===== src/rtl/seq_alu_pkg.sv =====
// seq_alu_pkg: EX command codes, SR bit positions and FSM states shared by seq_alu
package seq_alu_pkg;
    localparam logic [3:0] EX_MOV = 4'b0001;
    localparam logic [3:0] EX_ADD = 4'b0010;
    localparam logic [3:0] EX_ADC = 4'b0011;
    localparam logic [3:0] EX_SUB = 4'b0100;
    localparam logic [3:0] EX_SBC = 4'b0101;
    localparam logic [3:0] EX_AND = 4'b0110;
    localparam logic [3:0] EX_ORR = 4'b0111;
    localparam logic [3:0] EX_EOR = 4'b1000;
    localparam logic [3:0] EX_MVN = 4'b1001;
    localparam logic [3:0] EX_CMP = 4'b1010;
    localparam logic [3:0] EX_TST = 4'b1011;
    localparam logic [3:0] EX_LDR = 4'b1100;
    localparam logic [3:0] EX_STR = 4'b1101;
    localparam logic [3:0] EX_MUL = 4'b1111;
    localparam int SR_Z = 3;
    localparam int SR_C = 2;
    localparam int SR_N = 1;
    localparam int SR_V = 0;
    typedef enum logic [1:0] {
        ST_IDLE     = 2'd0,
        ST_MUL      = 2'd1,
        ST_MUL_DONE = 2'd2
    } state_t;
endpackage


===== src/rtl/seq_alu_mul.sv =====
// seq_alu_mul: iterative shift-add multiplier, low WIDTH bits of the product, WIDTH iterations
module seq_alu_mul #(
    parameter int WIDTH = 32
) (
    input  logic             clk,
    input  logic             rst,
    input  logic             i_start,
    input  logic [WIDTH-1:0] i_a,
    input  logic [WIDTH-1:0] i_b,
    output logic             o_done,
    output logic [WIDTH-1:0] o_prod
);
    localparam int CNT_W = $clog2(WIDTH) + 1;
    logic [WIDTH-1:0] r_a, r_b, r_acc;
    logic [CNT_W-1:0] r_cnt;
    assign o_done = r_cnt == CNT_W'(1);
    assign o_prod = r_acc;
    // the start edge performs the first iteration so the last one lands WIDTH-1 edges later
    always_ff @(posedge clk) begin
        if (rst) begin
            r_a   <= '0;
            r_b   <= '0;
            r_acc <= '0;
            r_cnt <= '0;
        end else if (i_start) begin
            r_a   <= i_a << 1;
            r_b   <= i_b >> 1;
            r_acc <= i_b[0] ? i_a : '0;
            r_cnt <= CNT_W'(WIDTH - 1);
        end else if (r_cnt != '0) begin
            r_a   <= r_a << 1;
            r_b   <= r_b >> 1;
            r_acc <= r_acc + (r_b[0] ? r_a : '0);
            r_cnt <= r_cnt - CNT_W'(1);
        end
    end
endmodule


===== src/rtl/seq_alu.sv =====
// seq_alu: registered handshaked EX-stage ALU with flag register; SEQ_ALU_MUL_EN adds iterative multiply
module seq_alu import seq_alu_pkg::*; #(
    parameter int WIDTH = 32
) (
    input  logic             clk,
    input  logic             rst,
    input  logic             in_valid,
    output logic             in_ready,
    input  logic [WIDTH-1:0] val1,
    input  logic [WIDTH-1:0] val2,
    input  logic [3:0]       EX_command,
    input  logic             S,
    output logic             out_valid,
    input  logic             out_ready,
    output logic [WIDTH-1:0] res,
    output logic [3:0]       SR,
    output logic             illegal
);
    logic [WIDTH-1:0] r_res, w_b, w_res;
    logic [3:0]       r_sr, w_sr;
    logic             r_illegal, r_out_valid;
    logic [WIDTH:0]   w_sum;
    logic             w_acc, w_drain, w_idle, w_mul;
    logic             w_sub, w_cin, w_cv, w_flag, w_illegal, w_sr_upd;
    assign res       = r_res;
    assign SR        = r_sr;
    assign illegal   = r_illegal;
    assign out_valid = r_out_valid;
    assign in_ready  = w_idle & (~r_out_valid | out_ready);
    assign w_acc     = in_valid & in_ready;
    assign w_drain   = r_out_valid & out_ready;
`ifdef SEQ_ALU_MUL_EN
    state_t           r_state, w_next;
    logic             r_mul_s, w_mul_done;
    logic [WIDTH-1:0] w_prod;
    assign w_mul  = EX_command == EX_MUL;
    assign w_idle = r_state == ST_IDLE;
    seq_alu_mul #(.WIDTH(WIDTH)) u_mul (
        .clk     (clk),
        .rst     (rst),
        .i_start (w_acc & w_mul),
        .i_a     (val1),
        .i_b     (val2),
        .o_done  (w_mul_done),
        .o_prod  (w_prod)
    );
    // next state: IDLE -> MUL on an accepted multiply, MUL -> MUL_DONE on last iteration
    always_comb begin
        w_next = r_state;
        case (r_state)
            ST_IDLE: w_next = (w_acc & w_mul) ? ST_MUL : ST_IDLE;
            ST_MUL:  w_next = w_mul_done ? ST_MUL_DONE : ST_MUL;
            default: w_next = ST_IDLE;
        endcase
    end
    // state register and the S bit of the multiply in flight
    always_ff @(posedge clk) begin
        if (rst) begin
            r_state <= ST_IDLE;
            r_mul_s <= 1'b0;
        end else begin
            r_state <= w_next;
            if (w_acc & w_mul) r_mul_s <= S;
        end
    end
`else
    assign w_mul  = 1'b0;
    assign w_idle = 1'b1;
`endif
    // single-cycle datapath: subtracts add the inverted operand, carry-in picks ADC/SBC/SUB behaviour
    always_comb begin
        w_sub     = EX_command == EX_SUB || EX_command == EX_SBC || EX_command == EX_CMP;
        w_b       = w_sub ? ~val2 : val2;
        w_cin     = (EX_command == EX_SUB || EX_command == EX_CMP) ? 1'b1 :
                    (EX_command == EX_ADC || EX_command == EX_SBC) ? r_sr[SR_C] : 1'b0;
        w_sum     = {1'b0, val1} + {1'b0, w_b} + {{WIDTH{1'b0}}, w_cin};
        w_res     = '0;
        w_illegal = 1'b0;
        w_flag    = 1'b1;
        w_cv      = 1'b0;
        case (EX_command)
            EX_MOV:                                 w_res = val2;
            EX_MVN:                                 w_res = ~val2;
            EX_AND, EX_TST:                         w_res = val1 & val2;
            EX_ORR:                                 w_res = val1 | val2;
            EX_EOR:                                 w_res = val1 ^ val2;
            EX_ADD, EX_ADC, EX_SUB, EX_SBC, EX_CMP: begin
                w_res = w_sum[WIDTH-1:0];
                w_cv  = 1'b1;
            end
            EX_LDR, EX_STR: begin
                w_res  = w_sum[WIDTH-1:0];
                w_flag = 1'b0;
            end
            default: begin
                w_illegal = 1'b1;
                w_flag    = 1'b0;
            end
        endcase
        w_sr[SR_Z] = w_res == '0;
        w_sr[SR_N] = w_res[WIDTH-1];
        w_sr[SR_C] = w_cv ? w_sum[WIDTH] : r_sr[SR_C];
        w_sr[SR_V] = w_cv ? (val1[WIDTH-1] == w_b[WIDTH-1]) & (w_res[WIDTH-1] != val1[WIDTH-1]) : r_sr[SR_V];
        w_sr_upd   = w_flag & (S | EX_command == EX_CMP | EX_command == EX_TST);
    end
    // output register: load on accept or multiply completion, clear valid on drain
    always_ff @(posedge clk) begin
        if (rst) begin
            r_out_valid <= 1'b0;
            r_res       <= '0;
            r_sr        <= 4'b0000;
            r_illegal   <= 1'b0;
        end else begin
            if (w_drain) r_out_valid <= 1'b0;
            if (w_acc & ~w_mul) begin
                r_out_valid <= 1'b1;
                r_res       <= w_res;
                r_illegal   <= w_illegal;
                if (w_sr_upd) r_sr <= w_sr;
            end
`ifdef SEQ_ALU_MUL_EN
            if (r_state == ST_MUL_DONE) begin
                r_out_valid <= 1'b1;
                r_res       <= w_prod;
                r_illegal   <= 1'b0;
                if (r_mul_s) r_sr <= {w_prod == '0, r_sr[SR_C], w_prod[WIDTH-1], r_sr[SR_V]};
            end
`endif
        end
    end
endmodule


===== config.mk =====
export PLATFORM = sky130hd
export DESIGN_NAME = seq_alu
export DESIGN_NICKNAME = d
export VERILOG_FILES = /design/src/rtl/seq_alu_pkg.sv /design/src/rtl/seq_alu_mul.sv /design/src/rtl/seq_alu.sv
export SDC_FILE = /design/constraint.sdc
export NUM_CORES = 1
export LEC_CHECK = 0
export CELL_PAD_IN_SITES_DETAIL_PLACEMENT = 1
export CELL_PAD_IN_SITES_GLOBAL_PLACEMENT = 2
export CORE_MARGIN = 3
export CORE_UTILIZATION = 33
export CTS_CLUSTER_SIZE = 28
export DETAILED_ROUTE_END_ITERATION = 8
export PLACE_DENSITY = 0.94
export SKIP_LAST_GASP = 1
export SYNTH_ARGS = -nofsm -noshare
export SYNTH_HDL_FRONTEND = slang
export SYNTH_SLANG_ARGS = --single-unit

===== constraint.sdc =====
create_clock -name clk -period 10.2 [get_ports clk]
set_clock_uncertainty 0.1 [all_clocks]
set_input_delay 1.53 -clock clk [delete_from_list [all_inputs] [get_ports clk]]
set_output_delay 1.53 -clock clk [all_outputs]
set_load 0.02 [all_outputs]

==> out/metrics.yaml <==
cts:
  clk_path_buf_depth: 2
  clk_pin_slew_ns: 0.05
  cts_setup_buffers: 0
  h-tree-depth: 2
  clockRootBuffer: "clkbuf_16"
  cts-buffers-inserted: 5
  numClockSinks: 38
  cts.repair.resized: 0
  hold_buffers: 0
  clock_latency_ns: 0.27
  cts_tree: "done"
logic_synthesis:
  avgSynthCellArea_sq_um: 7.43
  synthMuxAreaShare: 0.00332
  synth-compound-area-share: 0.292
  ys_ff_latch: 38
  synth-simple-area-share: 0.164
  synth-async-reset-ratio: 0
  synth-edff-count: 0
  synth_flop_cell: "dfxtp_1"
  yosysSeqAreaShare: 0.126
  syn_area_sq_um: 6030
  ys_types: 70
  synth_top_family_by_area: "compound AO/OA/AOI/OAI gates"
  syn_inst: 812
  synth_fa_ha_area_frac: 0.204
  synth_xor_xnor_area_share: 0.122
  synth_nets: 982
  yosysWarnings: 0
sta:
  whs_ns: 0.374
  hold_viol: 0
  max_freq_ghz: 0.150
  slew_headroom: 0.383
  min_period_ns: 6.66
  maxSlewViolCount: 0
  rsz0062_at_grt: "no"
  final-setup-viol-count: 0
  tightest_slew_ns: 0.926
  post-route-period-util: 0.653
  tns_ns: 0
drt:
  drt-total-wl_um: 21900
  route.met3.wl_um: 1050
  ant_nets: 0
  num_vias: 6448
  drc_errors: 0
  post_drt_wl_per_cell_um: 19.7
  drt-initial-drc-count: 500
  dr.max_layer_used: "met4"
  routed-wl-met2_um: 10100
  via_per_inst: 5.81
  met1_length_um: 10200
  dr.pass1.iters: 6
worst_hold_path:
  min_from: "res[24]"
  hp-class: "register to register"
  whs_path_depth: 2
  hold_end: "res[24]"
global_routing:
  grt_first_pass_wirelength_um: 34700
  overflow: 0
  track_usage: 0.214
  grt_antenna_before_repair: 0
  grt_max_degree: 56
  grt_pass1_vias: 6344
power:
  seqPwrFrac: 0.220
  max-vdd-ir-drop_v: 0.0000866
  p_leak_uw: 0.00319
  p_int_uw: 448
  powerDensity_nw_per_um2: 105
  p_sw_uw: 333
  swShare: 0.426
  power_frac_clock: 0.191
  p_comb_frac: 0.589
die:
  die_area_sq_um: 19900
  die_y_um: 141
  rows: 48
  ioPinCount: 112
  die_w_um: 141
  initial_utilization: 0.343
  core_sq_um: 17600
worst_setup_path:
  worstSetupPathType: "primary input to register"
  cp_max_fo: 33
  crit_path_start_kind: "primary input"
  reg2regPathDepth: 16
  cp-end-kind: "register"
  r2r-start: "SR[2]"
  rrSetupSlack_ns: 5.96
  cp.required_ns: 10.29
  arrival_ns: 6.76
  worstReg2RegEnd: "SR[3]"
finish:
  antenna_cells: 0
  area_growth_pct: 23.1
  nets: 1056
  drive_gt1_frac: 0.0328
placed_design:
  place_hpwl_um: 16900
  gp_congestion: 0.874
  portBuffers: 111
job:
  cap_violations: 0
run_status:
  status: "finished, final reports clean"
worst max-delay path, cell delays in order:
cell	delay, ns
clkdlybuf4s50_1	0.90
nand3b_1	0.21
o22a_2	0.15
buf_4	0.50
xnor2_1	0.21
fa_1	0.22
inv_1	0.06
fa_1	0.44
nor2b_1	0.18
o221ai_1	0.18
a21oi_1	0.31
a31oi_1	0.23
a21o_1	0.24
o31a_1	0.29
o21ai_1	0.21
xor2_1	0.10
a221oi_1	0.39
nand4_1	0.16
o31ai_2	0.23
registers in the layout, indices dropped and copies added (netlist names):
signal and count:
SR 4, res 32, out_valid 1, illegal 1
layer usage:
metal	up-vias	GRT usage
met5	-	0
met4	0	0.0515
li1	3077	-
met3	32	0.0136
met2	194	0.357
met1	3145	0.300
per-stage QoR:
step	area (sq um)	util	worst slack [ns]	power, uW	instances
5_1_grt	7420	0.422	3.04	836	1110
4_1_cts	7420	0.422	3.56	781	1110
2_1_floorplan	6030	-	3.69	471	812
3_5_place_dp	7290	0.414	3.28	630	1104
6_report	7420	0.422	3.54	782	1110
3_3_place_gp	7290	0.414	3.36	621	1104
how the worst max path moves through the flow:
stage          slack [ns]    end  cells after the start     startpoint
6_report             3.54  SR[3]                     19  EX_command[2]
5_1_grt              3.04  SR[3]                     19  EX_command[2]
4_1_cts              3.56  SR[3]                     19  EX_command[2]
3_5_place_dp         3.28  SR[3]                     19  EX_command[2]
3_3_place_gp         3.36  SR[3]                     19  EX_command[2]
2_1_floorplan        3.69  SR[3]                     21  EX_command[0]
cells in the mapped netlist, types with 16 or more instances:
| cell type | count | share of area |
|---|---|---|
| dfxtp_1 | 38 | 0.13 |
| xor2_1 | 29 | 0.042 |
| nor2_1 | 63 | 0.039 |
| nand2_1 | 48 | 0.030 |
| xnor2_1 | 55 | 0.080 |
| nand3_1 | 16 | 0.013 |
| inv_1 | 82 | 0.051 |
| o22ai_1 | 24 | 0.025 |
| ha_1 | 95 | 0.20 |
| a21oi_1 | 51 | 0.042 |
| a22oi_1 | 25 | 0.031 |
| a221oi_1 | 19 | 0.028 |
| o21ai_0 | 21 | 0.017 |
| clkbuf_1 | 44 | 0.027 |
| a211oi_1 | 22 | 0.027 |
| nor3_1 | 16 | 0.013 |
layout by cell type, fill, tap and decap left out, types with 11 or more instances in the layout:
cell type,Yosys,routed
ha_1,95,95
a22oi_1,25,25
xor2_1,29,29
a21oi_1,51,50
o21ai_0,21,21
a21o_1,14,14
buf_4,1,11
nor2_1,63,63
nand2_1,48,48
dfxtp_1,38,38
nor3_1,16,16
a211oi_1,22,22
nand3_1,16,16
xnor2_1,55,55
clkdlybuf4s50_1,0,110
inv_1,82,82
o22ai_1,24,24
a221oi_1,19,19
power by group through the flow:
stage	registers, uW	logic [uW]	clock network [uW]
finish	172	461	149
global route	173	506	157
CTS	172	458	152
floorplan	188	282	0
global placement	174	446	0
detailed placement	175	455	0
final cells by class:
type | instances | area [sq um]
Sequential cell | 38 | 761
Timing Repair Buffer | 122 | 1190
Multi-Input combinational cell | 637 | 4750
Inverter | 82 | 308
Fill cell | 2162 | 10200
Clock buffer | 6 | 139
Tap cell | 225 | 282
cell families (layout without fill, tap and decap cells):
logic type | Yosys count | in the layout
adders and majority gates | 97 | 97
xor gates and xnor gates | 84 | 84
and+or+nand+nor | 203 | 203
DFF | 38 | 38
AOI/OAI and AO/OA | 251 | 251
muxes | 2 | 2
buffers and inverters | 137 | 210
Power figures use the tool's default switching activity.
